**src/rtl/seg_pkg.sv**
```systemverilog
// Shared constants for the multiplexed seven-segment scan driver.
//   GLYPH     : 16-entry active-low segment patterns {g..a} for hex 0..F
//   SEG_BLANK : full segment byte {dp,g..a} with everything dark
//   AN_OFF    : level of one anode select bit when its digit is not driven
package seg_pkg;

    localparam logic [6:0] GLYPH [16] = '{
        7'h40, 7'h79, 7'h24, 7'h30,   // 0 1 2 3
        7'h19, 7'h12, 7'h02, 7'h78,   // 4 5 6 7
        7'h00, 7'h18, 7'h08, 7'h03,   // 8 9 A B
        7'h46, 7'h21, 7'h06, 7'h0E    // C D E F
    };

    localparam logic [7:0] SEG_BLANK = 8'hFF;
    localparam logic       AN_OFF    = 1'b1;

    typedef enum logic {
        BLINK_SHOW = 1'b0,
        BLINK_HIDE = 1'b1
    } blink_phase_t;

endpackage

```
**src/rtl/seg_hex_decode.sv**
```systemverilog
// Combinational hex-to-seven-segment decoder.
//   nib   : 4-bit hex value
//   glyph : active-low segments {g,f,e,d,c,b,a}
module seg_hex_decode
    import seg_pkg::*;
(
    input  logic [3:0] nib,
    output logic [6:0] glyph
);

    always_comb begin
        glyph = GLYPH[nib];
    end

endmodule

```
**src/rtl/seg_scan_driver.sv**
```systemverilog
// Time-multiplexed scan driver for N_DIGITS common-anode seven-segment digits.
//   clk, rst_n  : clock, asynchronous active-low reset
//   halt        : freeze the displayed value (scanning keeps running)
//   num         : hex value, nibble i -> digit i
//   dp          : per-digit decimal point enable (1 = lit)
//   blink_mask  : per-digit blink enable
//   blank_lz    : suppress leading zeros (digit 0 always shown)
//   an          : active-low digit select, at most one bit low
//   seg         : active-low segments {dp,g..a}
//   frame_done  : one-cycle pulse after each completed scan frame
module seg_scan_driver
    import seg_pkg::*;
#(
    parameter int unsigned N_DIGITS     = 8,
    parameter int unsigned CLK_DIV      = 10000,
    parameter int unsigned BLINK_FRAMES = 64
) (
    input  logic                  clk,
    input  logic                  rst_n,
    input  logic                  halt,
    input  logic [4*N_DIGITS-1:0] num,
    input  logic [N_DIGITS-1:0]   dp,
    input  logic [N_DIGITS-1:0]   blink_mask,
    input  logic                  blank_lz,
    output logic [N_DIGITS-1:0]   an,
    output logic [7:0]            seg,
    output logic                  frame_done
);

    localparam int unsigned IW = $clog2(N_DIGITS);
    localparam int unsigned PW = $clog2(CLK_DIV) + 1;
    localparam int unsigned BW = $clog2(BLINK_FRAMES) + 1;

    logic [PW-1:0]         pre_cnt;
    logic [IW-1:0]         idx;
    logic [4*N_DIGITS-1:0] snap;
    logic [BW-1:0]         blink_cnt;
    blink_phase_t          phase;
    logic                  upd;
    logic                  tick;
    logic                  wrap;

    logic [3:0]            nib;
    logic [6:0]            glyph;
    logic                  upper_nz;
    logic                  blank;
    logic [N_DIGITS-1:0]   an_next;
    logic [7:0]            seg_next;

    assign tick = (pre_cnt == PW'(CLK_DIV - 1));
    assign wrap = tick && (idx == IW'(N_DIGITS - 1));

    seg_hex_decode u_dec (
        .nib   (nib),
        .glyph (glyph)
    );

    always_comb begin
        nib      = snap[{idx, 2'b00} +: 4];
        upper_nz = 1'b0;
        for (int unsigned k = 0; k < N_DIGITS; k++) begin
            if (k >= 32'(idx) && snap[k*4 +: 4] != 4'd0) begin
                upper_nz = 1'b1;
            end
        end
        blank = (blink_mask[idx] && phase == BLINK_HIDE) ||
                (blank_lz && idx != '0 && !upper_nz);

        an_next  = {N_DIGITS{AN_OFF}};
        seg_next = SEG_BLANK;
        if (!blank) begin
            for (int unsigned k = 0; k < N_DIGITS; k++) begin
                if (k == 32'(idx)) begin
                    an_next[k] = ~AN_OFF;
                end
            end
            seg_next = {~dp[idx], glyph};
        end
    end

    // The display register loads only in the cycle after a tick, i.e. while the
    // index is freshly updated, so an/seg stay dark until the first tick after
    // reset and each digit appears exactly one cycle after its index.
    always_ff @(posedge clk or negedge rst_n) begin
        if (!rst_n) begin
            pre_cnt    <= '0;
            idx        <= '0;
            snap       <= '0;
            blink_cnt  <= '0;
            phase      <= BLINK_SHOW;
            upd        <= 1'b0;
            frame_done <= 1'b0;
            an         <= '1;
            seg        <= SEG_BLANK;
        end else begin
            pre_cnt    <= tick ? '0 : pre_cnt + 1'b1;
            upd        <= tick;
            frame_done <= wrap;
            if (tick) begin
                idx <= wrap ? '0 : idx + 1'b1;
            end
            if (wrap) begin
                if (!halt) begin
                    snap <= num;
                end
                if (blink_cnt == BW'(BLINK_FRAMES - 1)) begin
                    blink_cnt <= '0;
                    phase     <= (phase == BLINK_SHOW) ? BLINK_HIDE : BLINK_SHOW;
                end else begin
                    blink_cnt <= blink_cnt + 1'b1;
                end
            end
            if (upd) begin
                an  <= an_next;
                seg <= seg_next;
            end
        end
    end

endmodule

```
**config.mk**
```make
export PLATFORM = sky130hd
export DESIGN_NAME = seg_scan_driver
export DESIGN_NICKNAME = d
export VERILOG_FILES = /design/src/rtl/seg_pkg.sv /design/src/rtl/seg_hex_decode.sv /design/src/rtl/seg_scan_driver.sv
export SDC_FILE = /design/constraint.sdc
export NUM_CORES = 1
export LEC_CHECK = 0
export CAP_MARGIN = 20
export CORE_AREA = 10 10 103 105
export CTS_CLUSTER_DIAMETER = 200
export DETAILED_ROUTE_END_ITERATION = 8
export DIE_AREA = 0 0 113 115
export GPL_TIMING_DRIVEN = 0
export PLACE_DENSITY = 0.72
export SYNTH_ARGS = -nofsm -noshare
export SYNTH_HDL_FRONTEND = slang
export SYNTH_HIERARCHICAL = 1
export SYNTH_SLANG_ARGS = --single-unit
```
**constraint.sdc**
```tcl
create_clock -name clk -period 3.5 [get_ports clk]
set_input_delay 0.7 -clock clk [delete_from_list [all_inputs] [get_ports clk]]
set_output_delay 0.7 -clock clk [all_outputs]
set_load 0.05 [all_outputs]
```
==> flow_summary.toml <==
[run_status]
status = "finished, final reports clean"

[final_layout]
area_growth_pct = 25.9
multi_input_area_sq_um = 1910
seq_area_sq_um = 1920
drive_gt1_frac = 0.210
n_fill_cell = 723
final_nets = 488
n_antenna_cell = 0
final_area_sq_um = 5040

[grt]
grt_usage = 0.148
grt_pass1_wl_mm = 15.8
grt_util_met3 = 0.0448
grt_pass1_vias = 3109
grt_util_met1 = 0.186
grt-ovfl-total = 0
met2_usage = 0.241
grt_max_degree = 44
top_usage_layer = "met2"
grt_antenna_before_repair = 0

[worst_setup_path]
slowest_delay_ns = 0.51
cp_max_fo = 10
critPathKind = "reg -> reg"
start_kind = "flop"
reg2reg_from = "idx[1]"
worst_setup_path_end_kind = "flop"
arrival_ns = 3.42
cp-startpoint = "idx[1]"
required_ns = 3.76
crit_buf_inv = 3
crit_slowest_cell = "dfrtp_1"
cp_top_family = "compound AO/OA/AOI/OAI gates"
crit_chain = "buf_2 > buf_2 > mux2i_1 > o21ai_0 > a221o_1 > inv_1 > ha_1 > nand2b_1 > o21ai_0 > a32o_1 > o32a_1"

[yosys]
ys_types = 61
syn-num-nets = 408
synth_seq_cells = 76
yosys.area_share.xor_xnor = 0.0350
synth_fa_ha_area_frac = 0.0375
synth-simple-area-share = 0.136
synth.area.mux_share = 0.152
synth_top_family_by_area = "multiplexers"
ys_warn_count = 6
synthFlopType = "dfrtp_1"
synth_area_sq_um = 4000
synth-edff-count = 0
synth.avg_cell_area_sq_um = 11.6
async_flop_share = 1.00
synth_compound_area_frac = 0.116
synth_seq_area_share = 0.480
synthCells = 344

[placement]
hpwl_mm = 7.38
portBuffers = 68
gp_congestion = 0.925
place_area_sq_um = 4830

[clocking]
clock_latency_ns = 0.35
cts_tree = "done"
cts.sinks = 76
cts.clk_slew.worst_paths_ns = 0.08
cts_setup_buffers = 0
cts_hold_buf = 0
clockRootBuffer = "clkbuf_8"
cts_max_level = 3
clk_path_buf_depth = 2
cts-resized-gates = 0
numCtsBuffers = 9

[die]
die_y_um = 115
rows = 34
die_area_sq_um = 13000
coreArea_sq_um = 8550
fp.dieW_um = 113
io_pins = 69
initial_core_util = 0.468

[pwr]
p_per_area_nw_per_um2 = 347
leakage_nw = 2.09
vdd_drop_max_v = 0.000198

[sta]
maxSlewViolCount = 0
timing.hold.ws_ns = 0.290
fin_crit_ns = 3.15
clock.fmax_ghz = 0.317
skew_ns = 0.0132
final-hold-violation-count = 0
rsz0062_at_grt = "no"
setup_viol = 0
tightestPinTransition_ns = 0.520
period_share = 0.901
slew_headroom = 0.651

[worst_hold_path]
hold_class = "in -> async"

[drt]
vias_per_cell = 5.61
drc = 0
first_pass_iters = 4
vias = 3012
wirelength_mm = 9.46
drt_iter0_markers = 173
drt-wirelength-per-cell_um = 17.6
drtAntennaViolNets = 0

[job]
maxCapViolations = 0
==> report_power, final <==
group          switching [mW]  internal, mW  total (mW)  leakage [nW]
sequential             0.0167         0.898       0.914         0.954
combinational          0.0590        0.0910       0.150          1.03
clock                   0.314         0.366       0.681         0.102
total                   0.390          1.35        1.75          2.09
==> stage by stage <==
stage	util	instances	setup TNS, ns	total power, mW	worst slack [ns]
finish	0.589	537	0	1.75	0.347
CTS	0.589	537	0	1.76	0.380
global placement	0.563	520	-46.71	1.07	-0.783
global route	0.589	537	0	1.81	0.136
detailed placement	0.565	521	0	1.08	0.402
floorplan	-	344	0	0.983	0.867
==> cell families after synthesis <==
group,Yosys count
simple gates,99
flops,76
compound gates,59
mux,52
buf+inv,30
xor+xnor,16
fa+ha+maj,12
==> cell usage in the layout, fill, tap and decap left out, types with 3 or more instances in the layout <==
| cell type | count |
|---|---|
| inv_1 | 10 |
| nand3_1 | 16 |
| buf_4 | 3 |
| and3_1 | 4 |
| nor2_1 | 20 |
| a22oi_1 | 3 |
| clkbuf_8 | 11 |
| nand2b_1 | 4 |
| dfstp_2 | 16 |
| nor3_1 | 8 |
| o41ai_1 | 3 |
| xnor2_1 | 11 |
| clkbuf_1 | 9 |
| buf_2 | 3 |
| clkdlybuf4s50_1 | 67 |
| a22o_1 | 3 |
| o21ai_0 | 13 |
| nand2_1 | 13 |
| nand4_1 | 4 |
| mux2_2 | 38 |
| nor2b_1 | 7 |
| o22a_1 | 3 |
| xor2_1 | 5 |
| ha_1 | 12 |
| mux2i_1 | 10 |
| nor4_1 | 4 |
| buf_6 | 6 |
| and4_1 | 3 |
| dfrtp_1 | 60 |
| o32a_1 | 13 |
==> metal layers <==
layer  wire, um  vias up
met5          0        -
met4        116        0
met3        634       10
met2       4570       76
met1       4140     1501
li1           -     1425
==> cells in the mapped netlist, drive strengths merged, types with 4 or more instances <==
| cell | count | area (sq um) |
|---|---|---|
| dfrtp | 60 | 1500 |
| mux2i | 10 | 100 |
| and3 | 4 | 25.0 |
| ha | 12 | 150 |
| dfstp | 16 | 420 |
| nor2b | 7 | 43.8 |
| mux2 | 40 | 454 |
| nor2 | 22 | 92.6 |
| nor4 | 4 | 25.0 |
| nand2 | 14 | 55.1 |
| o21ai | 15 | 78.8 |
| nor3 | 8 | 40.0 |
| clkbuf | 9 | 35.0 |
| inv | 10 | 37.5 |
| buf | 11 | 97.6 |
| nand4 | 4 | 25.0 |
| xnor2 | 11 | 96.3 |
| nand2b | 4 | 25.0 |
| nand3 | 16 | 80.1 |
| o32a | 13 | 130 |
| xor2 | 5 | 43.8 |
==> worst reg2reg max path: stages (launching register included) <==
cell	delay, ns
dfrtp_1	0.51
buf_2	0.34
buf_2	0.32
mux2i_1	0.20
o21ai_0	0.12
a221o_1	0.39
inv_1	0.16
ha_1	0.27
nand2b_1	0.09
o21ai_0	0.09
a32o_1	0.23
o32a_1	0.36
==> sequential cells by signal, indices dropped and copies added (netlist names) <==
signal and flops:
snap 32, pre_cnt 15, an 8, seg 8, blink_cnt 7, idx 3, frame_done 1, phase 1
upd 1
==> path summary, 6_finish.rpt <==
path | end | slack [ns] | cells past startpoint
worst max-delay path | seg[1] | 0.35 | 11
max in group asynchronous | an[5] | 2.58 | 2
worst max register to register | seg[1] | 0.35 | 11
worst min-delay path | snap[0] | 0.29 | 1
worst min register to register | blink_cnt[5] | 0.48 | 1
min in group clk | blink_cnt[5] | 0.48 | 1
==> final cells by class <==
type | count | share of cell area
well taps | 108 | 0.0268
clock buffers | 12 | 0.0308
multi-input cells | 238 | 0.379
repair buffers | 69 | 0.139
clock inverters | 4 | 0.00944
inverters | 10 | 0.00745
plain buffers | 20 | 0.0263
flip-flops and latches | 76 | 0.382
Note: power is estimated with default switching activity, not from simulation.
